--- config.mk ---
export PLATFORM = sky130hd
export DESIGN_NAME = pipe_hazard_ctl
export DESIGN_NICKNAME = d
export VERILOG_FILES = /design/src/rtl/pipe_hazard_ctl.sv
export SDC_FILE = /design/constraint.sdc
export NUM_CORES = 1
export LEC_CHECK = 0
export CAP_MARGIN = 20
export CELL_PAD_IN_SITES_DETAIL_PLACEMENT = 1
export CELL_PAD_IN_SITES_GLOBAL_PLACEMENT = 2
export CORE_ASPECT_RATIO = 0.5
export CORE_MARGIN = 2
export CORE_UTILIZATION = 28
export DETAILED_ROUTE_END_ITERATION = 10
export PLACE_DENSITY_LB_ADDON = 0.1
export SLEW_MARGIN = 5
export SYNTH_ARGS = -nofsm -noshare
export SYNTH_HDL_FRONTEND = slang
export SYNTH_SLANG_ARGS = --single-unit
--- constraint.sdc ---
create_clock -name CLK -period 2.2 [get_ports CLK]
set_clock_uncertainty 0.15 [all_clocks]
set_input_delay 0.33 -clock CLK [delete_from_list [all_inputs] [get_ports CLK]]
set_output_delay 0.33 -clock CLK [all_outputs]
set_load 0.1 [all_outputs]
--- src/rtl/pipe_hazard_ctl.sv ---
`default_nettype none
// ============================================================================
//  Module   : pipe_hazard_ctl
//  Purpose  : Control sequencer for a classic 5-stage pipeline. Carries the
//             decoder control groups through the ID/EX, EX/MEM and MEM/WB
//             registers. Detects load-use hazards (stall plus bubble) and
//             resolves jump and taken-branch redirects (flush). Produces the
//             ALU operand forwarding selects and keeps saturating stall and
//             flush event counters.
//  Ports    : CLK, RSTN (async, active low)
//             ID_*        decoder control groups and register fields in ID
//             MEM_Zero    ALU zero flag held in the EX/MEM datapath register
//             CntClr      synchronous clear of both counters
//             EX_Flag / MEM_Flag / WB_Flag / WB_WReg  stage register contents
//             PCWrite, IFIDWrite, IFIDFlush, PCSrcJump, PCSrcBranch
//             ForwardA/B  00 reg file, 10 EX/MEM, 01 MEM/WB
//             StallCnt, FlushCnt  saturating event counters
//  Revision : 1.0  initial release
// ============================================================================
module pipe_hazard_ctl #(
  parameter int CNT_W = 16
) (
  input  logic             CLK,
  input  logic             RSTN,
  input  logic             ID_Jump,
  input  logic [3:0]       ID_EXFlag,
  input  logic [2:0]       ID_MEMFlag,
  input  logic [1:0]       ID_WBFlag,
  input  logic [4:0]       ID_Rs,
  input  logic [4:0]       ID_Rt,
  input  logic [4:0]       ID_Rd,
  input  logic             MEM_Zero,
  input  logic             CntClr,
  output logic [3:0]       EX_Flag,
  output logic [2:0]       MEM_Flag,
  output logic [1:0]       WB_Flag,
  output logic [4:0]       WB_WReg,
  output logic             PCWrite,
  output logic             IFIDWrite,
  output logic             IFIDFlush,
  output logic             PCSrcJump,
  output logic             PCSrcBranch,
  output logic [1:0]       ForwardA,
  output logic [1:0]       ForwardB,
  output logic [CNT_W-1:0] StallCnt,
  output logic [CNT_W-1:0] FlushCnt
);

  // Forwarding select encodings
  localparam logic [1:0] FWD_RF    = 2'b00;
  localparam logic [1:0] FWD_EXMEM = 2'b10;
  localparam logic [1:0] FWD_MEMWB = 2'b01;

  localparam logic [CNT_W-1:0] CNT_MAX = '1;

  // Control group bit positions
  localparam int EX_REGDST  = 3;
  localparam int MEM_BRANCH = 2;
  localparam int MEM_MEMRD  = 1;
  localparam int WB_REGWR   = 1;

  // Stage registers
  logic [3:0]       idex_ex_q,    idex_ex_d;
  logic [2:0]       idex_mem_q,   idex_mem_d;
  logic [1:0]       idex_wb_q,    idex_wb_d;
  logic [4:0]       idex_rs_q,    idex_rs_d;
  logic [4:0]       idex_rt_q,    idex_rt_d;
  logic [4:0]       idex_rd_q,    idex_rd_d;
  logic [2:0]       exmem_mem_q,  exmem_mem_d;
  logic [1:0]       exmem_wb_q,   exmem_wb_d;
  logic [4:0]       exmem_wreg_q, exmem_wreg_d;
  logic [1:0]       memwb_wb_q,   memwb_wb_d;
  logic [4:0]       memwb_wreg_q, memwb_wreg_d;
  logic [CNT_W-1:0] stall_cnt_q,  stall_cnt_d;
  logic [CNT_W-1:0] flush_cnt_q,  flush_cnt_d;

  logic br_taken;
  logic stall;
  logic jump_go;

  // --------------------------------------------------------------------------
  // Hazard detection. The load-use check always compares rt, even for
  // instructions that do not read rt; this may over-stall but never misses.
  // --------------------------------------------------------------------------
  always_comb begin
    br_taken = exmem_mem_q[MEM_BRANCH] & MEM_Zero;
    stall    = idex_mem_q[MEM_MEMRD] & (idex_rt_q != 5'd0) &
               ((idex_rt_q == ID_Rs) | (idex_rt_q == ID_Rt));
    // A jump held by a stall stays in ID and is retried next cycle.
    jump_go  = ID_Jump & ~stall & ~br_taken;
  end

  // --------------------------------------------------------------------------
  // Next-state for the stage chain and counters
  // --------------------------------------------------------------------------
  always_comb begin
    idex_ex_d  = ID_EXFlag;
    idex_mem_d = ID_MEMFlag;
    idex_wb_d  = ID_WBFlag;
    idex_rs_d  = ID_Rs;
    idex_rt_d  = ID_Rt;
    idex_rd_d  = ID_Rd;
    // Bubble clears the whole ID/EX record, so a bubble in EX never matches
    // a forwarding source (register fields are all $0).
    if (br_taken || stall) begin
      idex_ex_d  = '0;
      idex_mem_d = '0;
      idex_wb_d  = '0;
      idex_rs_d  = '0;
      idex_rt_d  = '0;
      idex_rd_d  = '0;
    end

    exmem_mem_d  = idex_mem_q;
    exmem_wb_d   = idex_wb_q;
    if (br_taken) begin
      exmem_mem_d = '0;
      exmem_wb_d  = '0;
    end
    exmem_wreg_d = idex_ex_q[EX_REGDST] ? idex_rd_q : idex_rt_q;

    memwb_wb_d   = exmem_wb_q;
    memwb_wreg_d = exmem_wreg_q;

    stall_cnt_d = stall_cnt_q;
    flush_cnt_d = flush_cnt_q;
    if (CntClr) begin
      stall_cnt_d = '0;
      flush_cnt_d = '0;
    end else begin
      if (stall && !br_taken && (stall_cnt_q != CNT_MAX)) begin
        stall_cnt_d = stall_cnt_q + 1'b1;
      end
      if ((br_taken || jump_go) && (flush_cnt_q != CNT_MAX)) begin
        flush_cnt_d = flush_cnt_q + 1'b1;
      end
    end
  end

  always_ff @(posedge CLK or negedge RSTN) begin
    if (!RSTN) begin
      idex_ex_q    <= '0;
      idex_mem_q   <= '0;
      idex_wb_q    <= '0;
      idex_rs_q    <= '0;
      idex_rt_q    <= '0;
      idex_rd_q    <= '0;
      exmem_mem_q  <= '0;
      exmem_wb_q   <= '0;
      exmem_wreg_q <= '0;
      memwb_wb_q   <= '0;
      memwb_wreg_q <= '0;
      stall_cnt_q  <= '0;
      flush_cnt_q  <= '0;
    end else begin
      idex_ex_q    <= idex_ex_d;
      idex_mem_q   <= idex_mem_d;
      idex_wb_q    <= idex_wb_d;
      idex_rs_q    <= idex_rs_d;
      idex_rt_q    <= idex_rt_d;
      idex_rd_q    <= idex_rd_d;
      exmem_mem_q  <= exmem_mem_d;
      exmem_wb_q   <= exmem_wb_d;
      exmem_wreg_q <= exmem_wreg_d;
      memwb_wb_q   <= memwb_wb_d;
      memwb_wreg_q <= memwb_wreg_d;
      stall_cnt_q  <= stall_cnt_d;
      flush_cnt_q  <= flush_cnt_d;
    end
  end

  // --------------------------------------------------------------------------
  // Forwarding: the younger EX/MEM result wins over MEM/WB.
  // --------------------------------------------------------------------------
  function automatic logic [1:0] fwd_sel(
    input logic [4:0] src,
    input logic       em_wr,
    input logic [4:0] em_reg,
    input logic       mw_wr,
    input logic [4:0] mw_reg
  );
    logic [1:0] sel;
    sel = FWD_RF;
    if (mw_wr && (mw_reg != 5'd0) && (mw_reg == src)) sel = FWD_MEMWB;
    if (em_wr && (em_reg != 5'd0) && (em_reg == src)) sel = FWD_EXMEM;
    return sel;
  endfunction

  always_comb begin
    ForwardA = fwd_sel(idex_rs_q, exmem_wb_q[WB_REGWR], exmem_wreg_q,
                       memwb_wb_q[WB_REGWR], memwb_wreg_q);
    ForwardB = fwd_sel(idex_rt_q, exmem_wb_q[WB_REGWR], exmem_wreg_q,
                       memwb_wb_q[WB_REGWR], memwb_wreg_q);
  end

  // --------------------------------------------------------------------------
  // Sequencing outputs. A taken branch overrides stall and jump. All are
  // gated by RSTN so that the PC and IF/ID stay frozen while in reset even
  // though the ID-stage inputs may be toggling.
  // --------------------------------------------------------------------------
  always_comb begin
    PCWrite     = RSTN & (br_taken | ~stall);
    IFIDWrite   = RSTN & (br_taken | ~stall);
    IFIDFlush   = RSTN & (br_taken | jump_go);
    PCSrcJump   = RSTN & jump_go;
    PCSrcBranch = RSTN & br_taken;
  end

  assign EX_Flag  = idex_ex_q;
  assign MEM_Flag = exmem_mem_q;
  assign WB_Flag  = memwb_wb_q;
  assign WB_WReg  = memwb_wreg_q;
  assign StallCnt = stall_cnt_q;
  assign FlushCnt = flush_cnt_q;

endmodule
`default_nettype wire
[Word level (Yosys, flattened, before mapping)]
Index checks and enable logic that the tools add are counted.
Word-level totals
  bits in registers: 73
  latch bits: 0
  bits in writable memories: 0
  memory bits (read-only): 0
  input port bits: 29
  output and inout port bits: 55
  logic and storage cells: 71
  memories kept: 0
Cells by class
  $add $sub $neg: 2
  $mul: 0
  div/mod/pow operators: 0
  magnitude comparators: 0
  eq/ne operators: 8
  shifts and indexed selects: 0
  multiplexer cells: 17
  bitwise logic cells: 14
  reduce and logical (&&, ||, !) cells: 17
Operator list (count)
  two-way mux 16 bit: 4
  adder 16 x 1 -> 16 bit (second input constant): 2
  != test 16 bit (second input constant): 2
  == test 5 bit: 6
  two-way mux 5 bit: 4
  nonzero test 5 bit: 3
  AND 1 bit: 9
  logical AND 1 bit: 9
  two-way mux 2 bit: 4
  two-way mux 3 bit: 2
  two-way mux 4 bit: 1
  nonzero test 2 bit: 2
  OR 1 bit: 3
  logical OR 1 bit: 2
  two-way mux 1 bit: 2
  NOT 1 bit: 2
  zero test 1 bit: 1

[Longest topological paths before layout]
Gate-level depths: netlist of the first run.
  depth after elaboration: 10
  depth in mapped cells: 10

[Worst setup path before layout of the first run]
OpenSTA, ideal clock, no wires.
  path kind: register -> output
  start: register idex_rt_q[3]
  end: output ForwardB[0]
  data arrival time: 5.706 ns
  required time: 1.720 ns
  slack: -3.986 ns
  stages on the path, launching flop included: 6
  path through: dfrtp_1 > buf_2 > xnor2_1 > nand3_1 > nor4_1 > nor4_1
Between the ends
  cells in the longest elaborated chain, start to end: 4
  elaborated cells between the ends (all ways): 6
  classes of those cells: eq/ne: 2; mux: 2; reduce/logical: 2
RTL lines
  from (decl): RTL line 67  | logic [4:0] idex_rt_q, idex_rt_d;
  from (signal assigned): RTL line 160  | idex_rt_q <= idex_rt_d;
  == test 5 bit: RTL line 184  | if (mw_wr && (mw_reg != 5'd0) && (mw_reg == src)) sel = FWD_MEMWB;
  logical AND 1 bit: RTL line 184
  two-way mux 1 bit: RTL line 184
  two-way mux 2 bit (*): RTL line 185  | if (em_wr && (em_reg != 5'd0) && (em_reg == src)) sel = FWD_EXMEM;
  to (decl): RTL line 44  | output logic [1:0] ForwardB,
Mark *: on every way between the ends. The rest lies on a longest branch, timed or not.

[Final worst setup path of the first run]
  start: register idex_rt_q[0]
  end: output PCSrcJump
Between the ends
  cells in the longest elaborated chain, start to end: 7
  elaborated cells between the ends (all ways): 10
  classes of those cells: eq/ne: 2; bitwise: 7; reduce/logical: 1
RTL lines
  == test 5 bit / nonzero test 5 bit (equally long branches): RTL line 88, 87
  OR 1 bit / AND 1 bit (equally long branches): RTL line 88, 87
  AND 1 bit (*): RTL line 87  | stall = idex_mem_q[MEM_MEMRD] & (idex_rt_q != 5'd0) &
  NOT 1 bit (*): RTL line 90  | jump_go = ID_Jump & ~stall & ~br_taken;
  AND 1 bit (*) (2 in a row): RTL line 90
  AND 1 bit (*): RTL line 205  | PCSrcJump = RSTN & jump_go;
  to (decl): RTL line 41  | output logic PCSrcJump,
Marks and branches as above.

==> results of run 1 <==
[kinds of logic (layout without fill, tap and decap cells)]
logic type / count (synthesis) / in the layout
simple gates: 144 / 144
flops: 73 / 73
xor+xnor: 56 / 56
buf+inv: 23 / 165
compound gates: 16 / 16
mux: 6 / 6
fa+ha+maj: 2 / 2
[power breakdown]
group | internal [mW] | switching (mW)
clock network | 0.911 | 0.584
logic | 0.413 | 0.621
registers | 1.44 | 0.0791
[cell type report]
class / instances / area [µm²] / share of cell area
multi-input cells: 224 / 1970 / 0.339
flip-flops and latches: 73 / 1910 / 0.327
repair buffers: 144 / 1410 / 0.243
clock buffers: 10 / 239 / 0.0410
well taps: 165 / 206 / 0.0354
clock inverters: 6 / 67.6 / 0.0116
inverters: 5 / 18.8 / 0.00322
[state kept, by name, summed over array words and instances (netlist names)]
name and flops:
WB_Flag 2, exmem_wb_q 2, WB_WReg 5, idex_rd_q 5, idex_mem_q 3, MEM_Flag 3
FlushCnt 16, idex_rt_q 5, EX_Flag 4, StallCnt 16, idex_wb_q 2, exmem_wreg_q 5
idex_rs_q 5
[metal layers]
metal | global-route usage | up-vias
li1 | - | 1373
met1 | 0.205 | 1468
met2 | 0.302 | 39
met3 | 0.0365 | 7
met4 | 0.0423 | 0
met5 | 0 | -
[path summary, 6_finish.rpt]
| kind | start | to | slack, ps | depth (start not counted) |
|---|---|---|---|---|
| worst max-delay path | idex_rt_q[0] | PCSrcJump | -380 | 8 |
| worst min-delay path | exmem_wb_q[0] | WB_Flag[0] | 200 | 0 |
| worst max register to register | idex_rt_q[2] | StallCnt[5] | -320 | 12 |
| worst min register to register | exmem_wb_q[0] | WB_Flag[0] | 200 | 0 |
| max in group asynchronous | RSTN | WB_WReg[2] | 870 | 3 |
| min in group asynchronous | RSTN | FlushCnt[6] | 250 | 2 |
[layout by cell type, fill, tap and decap left out, types with 4 or more instances in the layout]
master | Yosys | final
xnor2_2 | 0 | 10
xnor2_1 | 26 | 14
dfrtp_1 | 73 | 32
nand4_1 | 8 | 8
clkdlybuf4s50_1 | 0 | 26
dfrtp_4 | 0 | 11
or4_4 | 1 | 4
xor2_1 | 30 | 29
nor4_4 | 0 | 9
mux2_2 | 5 | 5
and3_1 | 33 | 31
nor2_1 | 33 | 31
clkbuf_16 | 0 | 9
and2_1 | 9 | 8
inv_1 | 5 | 5
buf_6 | 2 | 14
buf_4 | 2 | 85
dfrtp_2 | 0 | 30
nand3_2 | 0 | 7
buf_12 | 0 | 14
nand2_1 | 10 | 6
nand3_1 | 21 | 14
[per-stage QoR]
stage	setup TNS, ps	total power [mW]
floorplan	-3030	2.10
global placement	-13080	2.40
detailed placement	-15530	2.41
CTS	-4890	4.04
global route	-9910	4.22
finish	-6090	4.04
[what timing repair did]
action | 4_1_cts | 5_1_grt
setup endpoints to repair | 37 | 38
hold endpoints to repair | 12 | 0
resized for setup | 47 | 36
hold buffers | 1 | 0
gates cloned | 2 | 0
buffers inserted | 16 | 13
pin swaps | 23 | 31
==> results.cfg, run 1 <==
[outcome]
status = finished with violations
violations = negative setup slack

[setup_path]
crit_required_ps = 1720
worst_setup_path_start_kind = flip-flop
cp_top_family = buffers and inverters
critPathMaxStageDelay_ps = 460
cpMostUsedCell = buf_4
crit_path_max_fanout = 4
path_cells = buf_4, xnor2_1, nand3_1, o22ai_4, o211ai_1, buf_4, and4_4, buf_12
cp.arrival_ps = 2100
slowest_stage = dfrtp_2
crit_type = reg -> out
end_kind = primary output
critPathBufInv = 3

[timing]
fmaxAchievable_mhz = 388
finalMaxSlewViolations = 0
hold_viol = 0
setup_viol_count_final = 37
whs_ps = 204
worst_slack_ps = -379
maxSlewHeadroom = 0.520
period_minus_slack_ps = 2580
worstMarginPinSlew_ps = 718
rsz0062_at_grt = yes
fin_crit_sh = 1.17

[logic_synthesis]
synthMuxAreaShare = 0.0193
synth_cell_types = 37
ys_seq_area_frac = 0.531
syn-num-nets = 351
synth_compound_area_frac = 0.0324
synth-xor-area-share = 0.143
yosys.area_share.simple = 0.233
synth_top_family_by_area = simple AND/OR/NAND/NOR gates
synthFlopType = dfrtp_1
ys.warnings.count = 0
synth_top_cell_by_area = dfrtp_1
syn_avg_cell_area_um2 = 10.7
async_flop_share = 1.00
syn_area_um2 = 3440
synth.top_cells.by_area = dfrtp_1 (53%), xor2_1 (7.6%), xnor2_1 (6.6%)
synth_cells = 320
synth_top_cells_by_count = dfrtp_1 (73), and3_1 (33), nor2_1 (33)
synth_top_area_frac = 0.531
synth_seq_cells = 73
synth_edf_count = 0
synthMostInstantiatedCell = dfrtp_1
synth_fa_ha_area_frac = 0.00728

[die]
core_um2 = 11900
die_h_um = 82.3
io_pins = 84
die_w_um = 161
initial_core_util = 0.289
dieArea_um2 = 13200
rows = 28

[clock_network]
clock-root-buffer = clkbuf_16
path_clk_slew_ps = 60
clk_latency_ps = 330
clockBufferDepth = 2
cts_tree = done
cts_made_buffers = 9
cts_num_sinks = 73
htree_levels = 3

[power]
p_leak_nw = 2.52
p_per_area_nw_per_um2 = 694
ir_worst_vdd_v = 0.000374

[global_routing]
grt_overflow = 0
antenna_found_initial = 0
grt_max_degree = 37
first_global_vias = 3147
grt_pass1_wl_um = 16800
grt.total_usage = 0.166

[layout]
layout-drive-gt1-share = 0.522
fin_cells = 627
fillers = 1238
final_cell_area_um2 = 5820
utilization = 0.490
nets = 488
antenna_cells = 0
syn_to_final_growth_pct = 69.5

[run]
drv_cap = 0

[routing]
routed_wl_um = 10500
m1WireLength_um = 4720
drtPass1Iterations = 4
vias = 2887
drt_iter0_drc = 104
top_layer_used = met4
wl_per_cell_um = 16.8
route.met2.wl_um = 5430
drc = 0
antenna_left = 0
avgViaCountPerCell = 4.60
met3_length_um = 315

[placed_design]
hpwl_um = 7060
post-place-cells = 589
portBuffers = 83
place.gp.congestion = 0.779
place_ws_ps = -443
place_area_um2 = 4900

[worst_hold_path]
hp-class = reg -> reg
(Power assumes the default switching activity.)
==> run 2: changes to the inputs <==
Settings changed: CTS_CLUSTER_SIZE set to 20, PLACE_DENSITY set to 0.78, PLACE_DENSITY_LB_ADDON 0.1 to not set.
==> results.cfg, run 2 (synthesis results as in run 1) <==
[outcome]
status = finished with violations
violations = negative setup slack

[clock_network]
clock-root-buffer = clkbuf_16
clk_latency_ps = 330
htree_levels = 3
cts_tree = done
clockBufferDepth = 2
path_clk_slew_ps = 60
cts_made_buffers = 9
cts_num_sinks = 73

[routing]
routed_wl_um = 9470
wl_per_cell_um = 15.6
drt_iter0_drc = 96
antenna_left = 0
vias = 2768
drtPass1Iterations = 4
avgViaCountPerCell = 4.56
drc = 0

[run]
drv_cap = 0

[die]
die_w_um = 161
initial_core_util = 0.289
io_pins = 84
die_h_um = 82.3
core_um2 = 11900
dieArea_um2 = 13200
rows = 28

[timing]
whs_ps = 200
setup_viol_count_final = 10
fmaxAchievable_mhz = 385
finalMaxSlewViolations = 0
period_minus_slack_ps = 2600
maxSlewHeadroom = 0.540
worst_slack_ps = -395
tns_ps = -2620
hold_viol = 0
rsz0062_at_grt = yes
fin_crit_sh = 1.18
worstMarginPinSlew_ps = 688

[setup_path]
timing.rr.start = idex_rt_q[1]
end_kind = primary output
cp.arrival_ps = 2120
crit_required_ps = 1720
worst_setup_path_start_kind = flip-flop
crit_path_max_fanout = 4
crit_type = reg -> out
crit_start = idex_rt_q[1]

[placed_design]
portBuffers = 83
place_area_um2 = 4820
hpwl_um = 6680
place.gp.congestion = 0.825

[layout]
antenna_cells = 0
layout-drive-gt1-share = 0.446
final_cell_area_um2 = 5380
syn_to_final_growth_pct = 56.6
final_cell_mix = buf_4 (79), nor2_1 (33), dfrtp_1 (32), and3_1 (31)
layout_commonest_cell = buf_4
nets = 468

[global_routing]
grtUsageMet3 = 0.0385
grt.total_usage = 0.149
grt_util_met2 = 0.254
grtUsageMet1 = 0.191
antenna_found_initial = 0
first_global_vias = 2894
grt_pass1_wl_um = 15400
grt_overflow = 0
busiest_layer = met2
grt_max_degree = 35

[power]
p_leak_nw = 2.35
ir_worst_vdd_v = 0.000346
p_per_area_nw_per_um2 = 713
power_mw = 3.84

[worst_hold_path]
worstHoldStart = exmem_wb_q[0]
hp-class = reg -> reg
==> run 2: changes by cell type in the layout (fill, tap and decap cells not counted), sizes merged <==
cell / change
clkbuf: +2
clkinvlp: -1
dlygate4sd2: -1
bufinv: -1
buf: -21
clkdlybuf4s50: +1
inv: +1
==> run 2: final cells by class <==
class	count	area [µm²]
clock buffers	11	253
clock inverters	5	38.8
fillers	1277	6490
inverters	5	18.8
multi-input cells	224	1790
flip-flops and latches	73	1910
well taps	165	206
repair buffers	124	1170
==> run 2: worst paths after layout <==
check,end,slack (ps),cells after the start
max in group asynchronous,StallCnt[1],860,3
min,WB_Flag[0],200,0
max,ForwardB[0],-400,5
min reg2reg,WB_Flag[0],200,0
max reg2reg,FlushCnt[13],-80,7
min in group asynchronous,FlushCnt[2],270,2
==> run 2: metal layers <==
layer | wire length, µm | part of all wire
met2 | 4680 | 0.49
met3 | 274 | 0.029
met5 | 0 | 0
met1 | 4400 | 0.46
met4 | 108 | 0.011
==> run 2: critical path: stages, from the launching register on <==
cell,delay [ps]
dfrtp_2,430
buf_6,130
xor2_1,150
or4_4,530
nor4_4,340
buf_12,210
==> run 2: what timing repair did <==
| item | 4_1_cts | 5_1_grt |
|---|---|---|
| buffers inserted | 5 | 4 |
| endpoints found under the setup margin | 36 | 38 |
| gates cloned | 0 | 1 |
| resized for setup | 12 | 19 |
| pin swaps | 10 | 12 |
| endpoints found under the hold margin | 12 | 0 |
| hold buffers | 1 | 0 |
==> run 2: power breakdown <==
part	internal [mW]	total (mW)	switching, mW
Clock	0.831	1.40	0.574
Combinational	0.347	0.925	0.578
Sequential	1.44	1.51	0.0745
Total	2.61	3.84	1.23
==> run 2: stage by stage <==
stage                     worst slack (ps)  utilization  instances
final                                 -395        0.453        607
after global routing                  -479        0.453        607
after CTS                             -411        0.439        603
after detailed placement              -384        0.406        581
after global placement                -273        0.406        581
after floorplan                       -780            -        320
